`src/rtl/bulls_cows_pkg.sv`:
```
// Shared types for the Bulls & Cows game core: FSM state encoding and winner codes.
package bulls_cows_pkg;

  typedef enum logic [2:0] {
    READ_S1 = 3'd0,
    READ_S2 = 3'd1,
    GUESS   = 3'd2,
    SCORE   = 3'd3,
    SHOW    = 3'd4,
    WIN     = 3'd5
  } bc_state_t;

  localparam logic [1:0] WIN_NONE = 2'd0;
  localparam logic [1:0] WIN_P1   = 2'd1;
  localparam logic [1:0] WIN_P2   = 2'd2;
  localparam logic [1:0] WIN_DRAW = 2'd3;

endpackage

```
`src/rtl/bc_entry_check.sv`:
```
// Combinational entry validator: every digit below BASE and all digits pairwise distinct.
module bc_entry_check #(
  parameter int NDIGITS = 4,
  parameter int DIGIT_W = 4,
  parameter int BASE    = 10
) (
  input  logic [NDIGITS*DIGIT_W-1:0] sw,
  output logic                       valid
);

  // One extra bit so BASE == 2**DIGIT_W is representable.
  localparam logic [DIGIT_W:0] BASE_L = BASE[DIGIT_W:0];

  logic [NDIGITS-1:0]         in_range;
  logic [NDIGITS*NDIGITS-1:0] clash;

  genvar gi, gj;
  generate
    for (gi = 0; gi < NDIGITS; gi++) begin : g_digit
      assign in_range[gi] = ({1'b0, sw[gi*DIGIT_W +: DIGIT_W]} < BASE_L);
      for (gj = 0; gj < NDIGITS; gj++) begin : g_pair
        if (gj > gi) begin : g_cmp
          assign clash[gi*NDIGITS+gj] = (sw[gi*DIGIT_W +: DIGIT_W] == sw[gj*DIGIT_W +: DIGIT_W]);
        end else begin : g_none
          assign clash[gi*NDIGITS+gj] = 1'b0;
        end
      end
    end
  endgenerate

  assign valid = (&in_range) & ~(|clash);

endmodule

```
`src/rtl/bulls_cows_engine.sv`:
```
// Two-player Bulls & Cows core: secret entry, alternating guesses, serial scoring, win detect.
// Optional macro BC_TURN_LIMIT_EN ends the game as a draw after MAX_TURNS rounds.
module bulls_cows_engine
  import bulls_cows_pkg::*;
#(
  parameter  int NDIGITS   = 4,
  parameter  int DIGIT_W   = 4,
  parameter  int BASE      = 10,
  parameter  int MAX_TURNS = 15,
  localparam int CNT_W     = $clog2(NDIGITS + 1),
  localparam int TURN_W    = $clog2(MAX_TURNS + 1)
) (
  input  logic                       clock,
  input  logic                       reset,
  input  logic                       confirma,
  input  logic [NDIGITS*DIGIT_W-1:0] sw,
  output logic [2:0]                 state_o,
  output logic                       player_o,
  output logic                       entry_err,
  output logic                       result_valid,
  output logic [CNT_W-1:0]           bulls_o,
  output logic [CNT_W-1:0]           cows_o,
  output logic [TURN_W-1:0]          turn_o,
  output logic [1:0]                 winner_o
);

  localparam int SW_W  = NDIGITS * DIGIT_W;
  localparam int IDX_W = $clog2(NDIGITS);

  bc_state_t          state_q, state_d;
  logic               player_q, player_d;
  logic               err_q, err_d;
  logic               rv_q, rv_d;
  logic [CNT_W-1:0]   bulls_q, bulls_d;
  logic [CNT_W-1:0]   cows_q, cows_d;
  logic [TURN_W-1:0]  turn_q, turn_d;
  logic [1:0]         winner_q, winner_d;
  logic [SW_W-1:0]    sec1_q, sec1_d;
  logic [SW_W-1:0]    sec2_q, sec2_d;
  logic [SW_W-1:0]    guess_q, guess_d;
  logic [IDX_W-1:0]   idx_q, idx_d;

  logic               entry_ok;
  logic [DIGIT_W-1:0] cur_digit;
  logic [DIGIT_W-1:0] guess_dig  [NDIGITS];
  logic [DIGIT_W-1:0] target_dig [NDIGITS];
  logic [NDIGITS-1:0] hit;
  logic               is_bull;
  logic               is_cow;
  logic [TURN_W-1:0]  turn_sat;

  bc_entry_check #(
    .NDIGITS (NDIGITS),
    .DIGIT_W (DIGIT_W),
    .BASE    (BASE)
  ) u_entry_check (
    .sw    (sw),
    .valid (entry_ok)
  );

  // The acting player is always scored against the other player's secret.
  genvar gi;
  generate
    for (gi = 0; gi < NDIGITS; gi++) begin : g_score
      assign guess_dig[gi]  = guess_q[gi*DIGIT_W +: DIGIT_W];
      assign target_dig[gi] = player_q ? sec1_q[gi*DIGIT_W +: DIGIT_W]
                                       : sec2_q[gi*DIGIT_W +: DIGIT_W];
      assign hit[gi]        = (target_dig[gi] == cur_digit);
    end
  endgenerate

  assign cur_digit = guess_dig[idx_q];
  assign is_bull   = hit[idx_q];
  assign is_cow    = (|hit) & ~is_bull;
  assign turn_sat  = (&turn_q) ? turn_q : turn_q + 1'b1;

`ifdef BC_TURN_LIMIT_EN
  localparam logic [TURN_W-1:0] TURN_LIMIT = TURN_W'(MAX_TURNS);
`endif

  always_comb begin
    state_d  = state_q;
    player_d = player_q;
    err_d    = 1'b0;
    rv_d     = rv_q;
    bulls_d  = bulls_q;
    cows_d   = cows_q;
    turn_d   = turn_q;
    winner_d = winner_q;
    sec1_d   = sec1_q;
    sec2_d   = sec2_q;
    guess_d  = guess_q;
    idx_d    = idx_q;
    case (state_q)
      READ_S1: if (confirma) begin
        if (entry_ok) begin
          sec1_d  = sw;
          state_d = READ_S2;
        end else begin
          err_d = 1'b1;
        end
      end
      READ_S2: if (confirma) begin
        if (entry_ok) begin
          sec2_d   = sw;
          player_d = 1'b0;
          state_d  = GUESS;
        end else begin
          err_d = 1'b1;
        end
      end
      GUESS: if (confirma) begin
        if (entry_ok) begin
          guess_d = sw;
          bulls_d = '0;
          cows_d  = '0;
          rv_d    = 1'b0;
          idx_d   = '0;
          state_d = SCORE;
        end else begin
          err_d = 1'b1;
        end
      end
      SCORE: begin
        if (is_bull) begin
          bulls_d = bulls_q + 1'b1;
        end else if (is_cow) begin
          cows_d = cows_q + 1'b1;
        end
        if (idx_q == IDX_W'(NDIGITS - 1)) begin
          rv_d    = 1'b1;
          state_d = SHOW;
        end else begin
          idx_d = idx_q + 1'b1;
        end
      end
      SHOW: begin
        if (bulls_q == CNT_W'(NDIGITS)) begin
          state_d  = WIN;
          winner_d = player_q ? WIN_P2 : WIN_P1;
        end else if (confirma) begin
          state_d  = GUESS;
          player_d = ~player_q;
          if (player_q) begin
            turn_d = turn_sat;
`ifdef BC_TURN_LIMIT_EN
            if (turn_sat == TURN_LIMIT) begin
              state_d  = WIN;
              winner_d = WIN_DRAW;
              player_d = player_q;
            end
`endif
          end
        end
      end
      WIN: begin
      end
      default: state_d = READ_S1;
    endcase
  end

  always_ff @(posedge clock) begin
    if (reset) begin
      state_q  <= READ_S1;
      player_q <= 1'b0;
      err_q    <= 1'b0;
      rv_q     <= 1'b0;
      bulls_q  <= '0;
      cows_q   <= '0;
      turn_q   <= '0;
      winner_q <= WIN_NONE;
      sec1_q   <= '0;
      sec2_q   <= '0;
      guess_q  <= '0;
      idx_q    <= '0;
    end else begin
      state_q  <= state_d;
      player_q <= player_d;
      err_q    <= err_d;
      rv_q     <= rv_d;
      bulls_q  <= bulls_d;
      cows_q   <= cows_d;
      turn_q   <= turn_d;
      winner_q <= winner_d;
      sec1_q   <= sec1_d;
      sec2_q   <= sec2_d;
      guess_q  <= guess_d;
      idx_q    <= idx_d;
    end
  end

  assign state_o      = state_q;
  assign player_o     = player_q;
  assign entry_err    = err_q;
  assign result_valid = rv_q;
  assign bulls_o      = bulls_q;
  assign cows_o       = cows_q;
  assign turn_o       = turn_q;
  assign winner_o     = winner_q;

endmodule

```
`config.mk`:
```
export PLATFORM = sky130hd
export DESIGN_NAME = bulls_cows_engine
export DESIGN_NICKNAME = d
export VERILOG_FILES = /design/src/rtl/bulls_cows_pkg.sv /design/src/rtl/bc_entry_check.sv /design/src/rtl/bulls_cows_engine.sv
export SDC_FILE = /design/constraint.sdc
export NUM_CORES = 1
export LEC_CHECK = 0
export CAP_MARGIN = 20
export CORE_MARGIN = 3
export CORE_UTILIZATION = 60
export CTS_BUF_LIST = sky130_fd_sc_hd__clkbuf_16
export DETAILED_ROUTE_END_ITERATION = 16
export PLACE_DENSITY = 0.9
export SYNTH_ARGS = -nofsm -noshare
export SYNTH_HDL_FRONTEND = slang
export SYNTH_HIERARCHICAL = 1
export SYNTH_SLANG_ARGS = --single-unit
```
`constraint.sdc`:
```
create_clock -name clock -period 4.13 [get_ports clock]
set_input_delay 0.826 -clock clock [delete_from_list [all_inputs] [get_ports clock]]
set_output_delay 0.826 -clock clock [all_outputs]
set_load 0.05 [all_outputs]
```
======== Word level (Yosys, flattened, before mapping) ========
Index checks and enable logic that the tools add are counted.
storage, ports and cells
  output and inout port bits .............. 18
  register bits ........................... 68
operators by class
  add/subtract/negate cells ............... 4
  reduce and logical (&&, ||, !) cells .... 20
  bitwise logic cells ..................... 11
  magnitude comparators ................... 6
  multiplexer cells ....................... 39
  equality and inequality tests ........... 31
operator list
  operator               count
  $mux W3                14
  $eq A4 B4 Y1           10
  $ne A2 B2 Y1 const B   13
  $mux W4                6
  $reduce_and A4 Y1      5
  $pmux W3 S6            1
  $lt A4 B4 Y1 const B   4
  $reduce_and A5 Y1      3
  $pmux W3 S2            2
  $eq A3 B3 Y1 const B   3
  $reduce_and A3 Y1      3
  $reduce_and A9 Y1      1
  $bmux W4 S2            1
  $mux W2                4
  $not A1 Y1             8
  $mux W1                7
  $add A3 B1 Y3 const B  2
  $eq A3 B2 Y1 const B   2
  $reduce_or A3 Y1       2
  $reduce_or A6 Y1       1
  $add A4 B1 Y4 const B  1
  $pmux W1 S2            2
  $pmux W2 S2            1
  $reduce_bool A2 Y1     2
  12 further kinds       13

======== Longest topological paths before layout ========
  depth in word-level cells ............... 12
  gate-level depth with buffers ........... 10

======== Hierarchy ========
The synthesis kept the hierarchy.
modules (own cells, without submodules)
  module             instances  cells an instance  sequential area each (um^2)  area an instance (um^2)
  bulls_cows_engine  1          384                1,361.3                      3,114.2
  bc_entry_check     1          37                 0.0                          286.5

======== Least setup slack after synthesis ========
OpenSTA, ideal clock, no wires.
  path type ............................... input to register
  start point ............................. in sw[14]
  end point ............................... reg sec1_q[10]
  setup slack ............................. 1,293 ps
  data required time ...................... 4,060 ps
  buffers on the path ..................... 1
  arrival time ............................ 2,767 ps
  stages .................................. 9
  path through ............................ xnor2_1 > nand4_1 > nand4_1 > nor4_1 > nand3_1 > nor3_1 > clkbuf_1 > nand2_1 > a21oi_1
on the way
  longest elaborated chain between the ends .. 5
  elaborated cells on any way between the ends .. 9
  classes of those cells .................. order compare (1); eq/ne (3); bitwise (2); reduce/logical (3)
ends and longest elaborated chain
  what                                                  RTL line                  text
  start, declared                                       bulls_cows_engine.sv:16   input logic [NDIGITS*DIGIT_W-1:0] sw,
  branches (longest 3 deep; another with $lt A4 B4 Y1)  n/a
  $and A1 B1 Y1 (*)                                     bc_entry_check.sv:31      assign valid = (&in_range) & ~(|clash);
  named net entry_ok                                    bulls_cows_engine.sv:43   logic entry_ok;
  $reduce_and A3 Y1 (no source line) (*)                n/a
  end signal, assigned                                  bulls_cows_engine.sv:172  sec1_q <= '0;
  end signal, assigned                                  bulls_cows_engine.sv:185  sec1_q <= sec1_d;
  end, declared                                         bulls_cows_engine.sv:38   logic [SW_W-1:0] sec1_q, sec1_d;
Mark *: on every way through the listed nets, which the timed path passes.
A chain may end at the register's enable or synchronous reset.

======== Final worst setup path ========
  start point ............................. in sw[2]
  end point ............................... reg cows_q[0], in the netlist cows_o[0]
on the way
  longest elaborated chain between the ends .. 6
  elaborated cells on any way between the ends .. 10
  classes of those cells .................. order compare (1); eq/ne (4); bitwise (2); reduce/logical (3)
ends and longest elaborated chain
  what                                                  RTL line                  text
  branches (longest 3 deep; another with $lt A4 B4 Y1)  n/a
  $and A1 B1 Y1 (*)                                     bc_entry_check.sv:31
  named net entry_ok                                    bulls_cows_engine.sv:43
  $ne A2 B2 Y1 (no source line) (*)                     n/a
  $reduce_and A5 Y1 (no source line) (*)                n/a
  end signal, assigned                                  bulls_cows_engine.sv:182  cows_q <= cows_d;
  end, declared                                         bulls_cows_engine.sv:35   logic [CNT_W-1:0] cows_q, cows_d;
Marks and branches as above.

==> out/qor.txt <==
First-pass DRT Iterations = 5
Pwr Total = 1630 uW
GRT met3 Usage = 4.66%
Vias in the first global route = 3027
Antenna viol nets, final = 0
Nets@finish = 478
Synth Register Bits = 68
Leading area contributor after synthesis = dfxtp_1
Tcrit/Tclk final = 82.7%
Setup WS pre-CTS = 532 ps
Syn_nets = 445
Final setup margin = 712 ps
Maximum vdd drop = 0.266 mV
Post-route insts no fill = 527
Worst slew pin tran = 1010 ps
Diode count = 0
Hold Path Class = reg -> reg
Async set-reset flop share out of synthesis = 0%
Mux cell area share after synthesis = 8.57%
Fillers = 362
Max-slew headroom = 32.6%
Initial antenna violation count = 0
Die X = 81.3 um
Tot GR Track Use = 28.8%
Worst-path clk slew = 50 ps
Met1 Use GR = 34.5%
Die height = 81.3 um
Adder-cell share of the synthesized area = 1.84%
I/O pin count = 37
CTS resizes = 0
Setup crit end kind = flip-flop
Power Dens Cells = 400 mW/mm^2
Post-synth top area share = 40.0%
Final setup vio count = 0
Peak Freq = 293 MHz
Placed Cells incl. Taps = 513
Final Max Slew Viols = 0
GR Util met2 = 49.1%
Status = completed
Setup Fix Bufs, Post-CTS = 0
Mapped Cells = 421
Largest family of logic cells by synthesized area = simple AND/OR/NAND/NOR gates
TritonCTS buffer count = 9
Min Tclk post-route = 3420 ps
CTS tree = done
Critical path peak fanout = 20
Synthesis-to-finish area growth = 20.0%
Number of synthesized flops with an enable pin = 0
Worst Setup Start Kind = input port
Compound-Gate Fraction of Synth Area = 12.4%
Area of the core = 0.00530 mm^2
Ys flop type = dfxtp_1
Seq/Total Area, Yosys = 40.0%
Worst EP arrival = 3620 ps
Largest net degree at the start of global routing = 35
WS Path Type = in -> reg
Share of synthesized cell area in and, or, nand and nor gates = 22.7%
Routed WL = 8750 um
Post-Syn Area = 0.00340 mm^2
Clock tree buffer depth = 2
Yosys Warn Count = 6
Layout Skew = 5.33 ps
Vias per inst = 6.00
GRT overflow = 0
Layout cells sized above 1 = 6.35%
First-pass GRT wire length = 14300 um
# rows = 26
Post-route DRC = 0
Post-CTS Hold Fix Bufs = 0
Synth cell types = 40
DP Wirelength = 5980 um
Final Hold Fails = 0
CTS root buffer = clkbuf_16
Max_cap viols = 0
Die area = 0.00661 mm^2
Clock Sink Count = 68
P_leak = 0.00136 uW
Routed len/inst = 16.6 um
CTS H-tree depth = 3
Critical Path RT = 4330 ps
Worst-Skew Late Latency = 330 ps
Post-synthesis xor/xnor area fraction = 11.1%
Gr busiest metal = met2
RSZ-0062 raised after global routing = no
Placer Congestion = 0.846
WHS = 452 ps
Area contributors post-synth = dfxtp_1 40%, nand2_1 12%, a21oi_1 8.7%
IO buf count = 36
Initial Util = 64.1%
Via count = 3161
Detailed Route Iter0 Violations = 287
Fin Setup TNS = 0 ps
Avg Inst Size Synth = 8.08 um^2
Yosys cell counts (3+ instances only):
master / number
xnor2_1: 33
nand2_1: 107
nand4_1: 12
and2_1: 3
ha_1: 5
clkbuf_1: 17
nor2_1: 27
dfxtp_1: 68
nor4_1: 8
a22oi_1: 4
nand3_1: 7
mux4_2: 4
xor2_1: 10
o21ai_0: 6
mux2i_1: 19
a21oi_1: 59
inv_1: 6
routing by layer:
metal  routed length [um]  part of all wire, %  up-vias
li1                     -                    -     1502
met2                 4280                   49      130
met1                 3520                   40     1502
met4                  295                  3.4        0
met5                    0                    0        -
met3                  650                  7.4       27
power breakdown:
group          switching (uW)  internal [uW]  leakage [uW]
Sequential               30.0            674      0.000549
Combinational             134           83.7      0.000673
Clock                     258            452      0.000137
registers in the layout, summed over array words and instances, names as in the netlist:
signal and count:
guess_q 16, sec1_q 16, sec2_q 16, turn_o 4, bulls_o 3, cows_o 3
state_o 3, idx_q 2, winner_o 2, entry_err 1, player_o 1, result_valid 1
worst max-delay path, cell delays in order:
cell             delay [ps]
clkdlybuf4s50_1         630
o21ai_0                 370
nand4_1                 150
nor4_1                  420
buf_4                   210
and3_1                  180
nand2_1                 420
nand2_1                 210
mux2_1                  150
nor2_1                   40
logic make-up after synthesis:
logic type / Yosys count
AO/OA/AOI/OAI: 77
flip-flops: 68
multiplexers: 24
adder cells (fa/ha/maj): 5
XOR/XNOR: 43
buffers and inverters: 28
AND/OR/NAND/NOR: 176
through the flow:
step                area (um^2)  utilization [%]
floorplan                  3400                -
global placement           3810             71.8
detailed placement         3810             71.8
CTS                        4080             77.0
global route               4080             77.0
finish                     4080             77.0
final timing paths:
path | startpoint | to | slack [ps] | cells after the start
hold reg to reg | guess_q[11]$_SDFFE_PP0P_ | guess_q[11]$_SDFFE_PP0P_ | 450 | 2
hold / removal | guess_q[11]$_SDFFE_PP0P_ | guess_q[11]$_SDFFE_PP0P_ | 450 | 2
setup / recovery | sw[2] | cows_o[0]$_SDFFE_PP0P_ | 710 | 10
setup reg to reg | player_o$_SDFFE_PP0P_ | bulls_o[0]$_SDFFE_PP0P_ | 1100 | 8
layout make-up:
| class | instances | area, um^2 | share of cell area [%] |
|---|---|---|---|
| tap | 70 | 87.6 | 2.15 |
| clock buffer | 9 | 225 | 5.52 |
| multi-input combinational | 325 | 1920 | 47.1 |
| clock inverter | 5 | 46.3 | 1.13 |
| timing repair buffer | 44 | 415 | 10.2 |
| inverter | 6 | 22.5 | 0.552 |
| sequential | 68 | 1360 | 33.4 |
cells in the final DEF, fill, tap and decap left out, drive strengths merged:
cell type	n
and2	3
inv	7
nand4	13
xor2	10
nor2	27
nor3	2
mux2i	19
or3	1
o41ai	1
or4	1
bufinv	1
nor2b	2
a211oi	1
buf	9
a22oi	4
nor4	8
nand2b	1
clkinv	3
nand3	7
and4	1
a31oi	1
or2	1
a311oi	1
dfxtp	68
mux4	4
a31o	1
xnor2	33
a21oi	59
clkdlybuf4s50	35
o221ai	1
o21a	1
ha	5
and2b	1
clkbuf	9
nand2	107
mux2	1
and3	1
a41o	1
o21ai	6
Note: power is estimated with default switching activity, not from simulation.
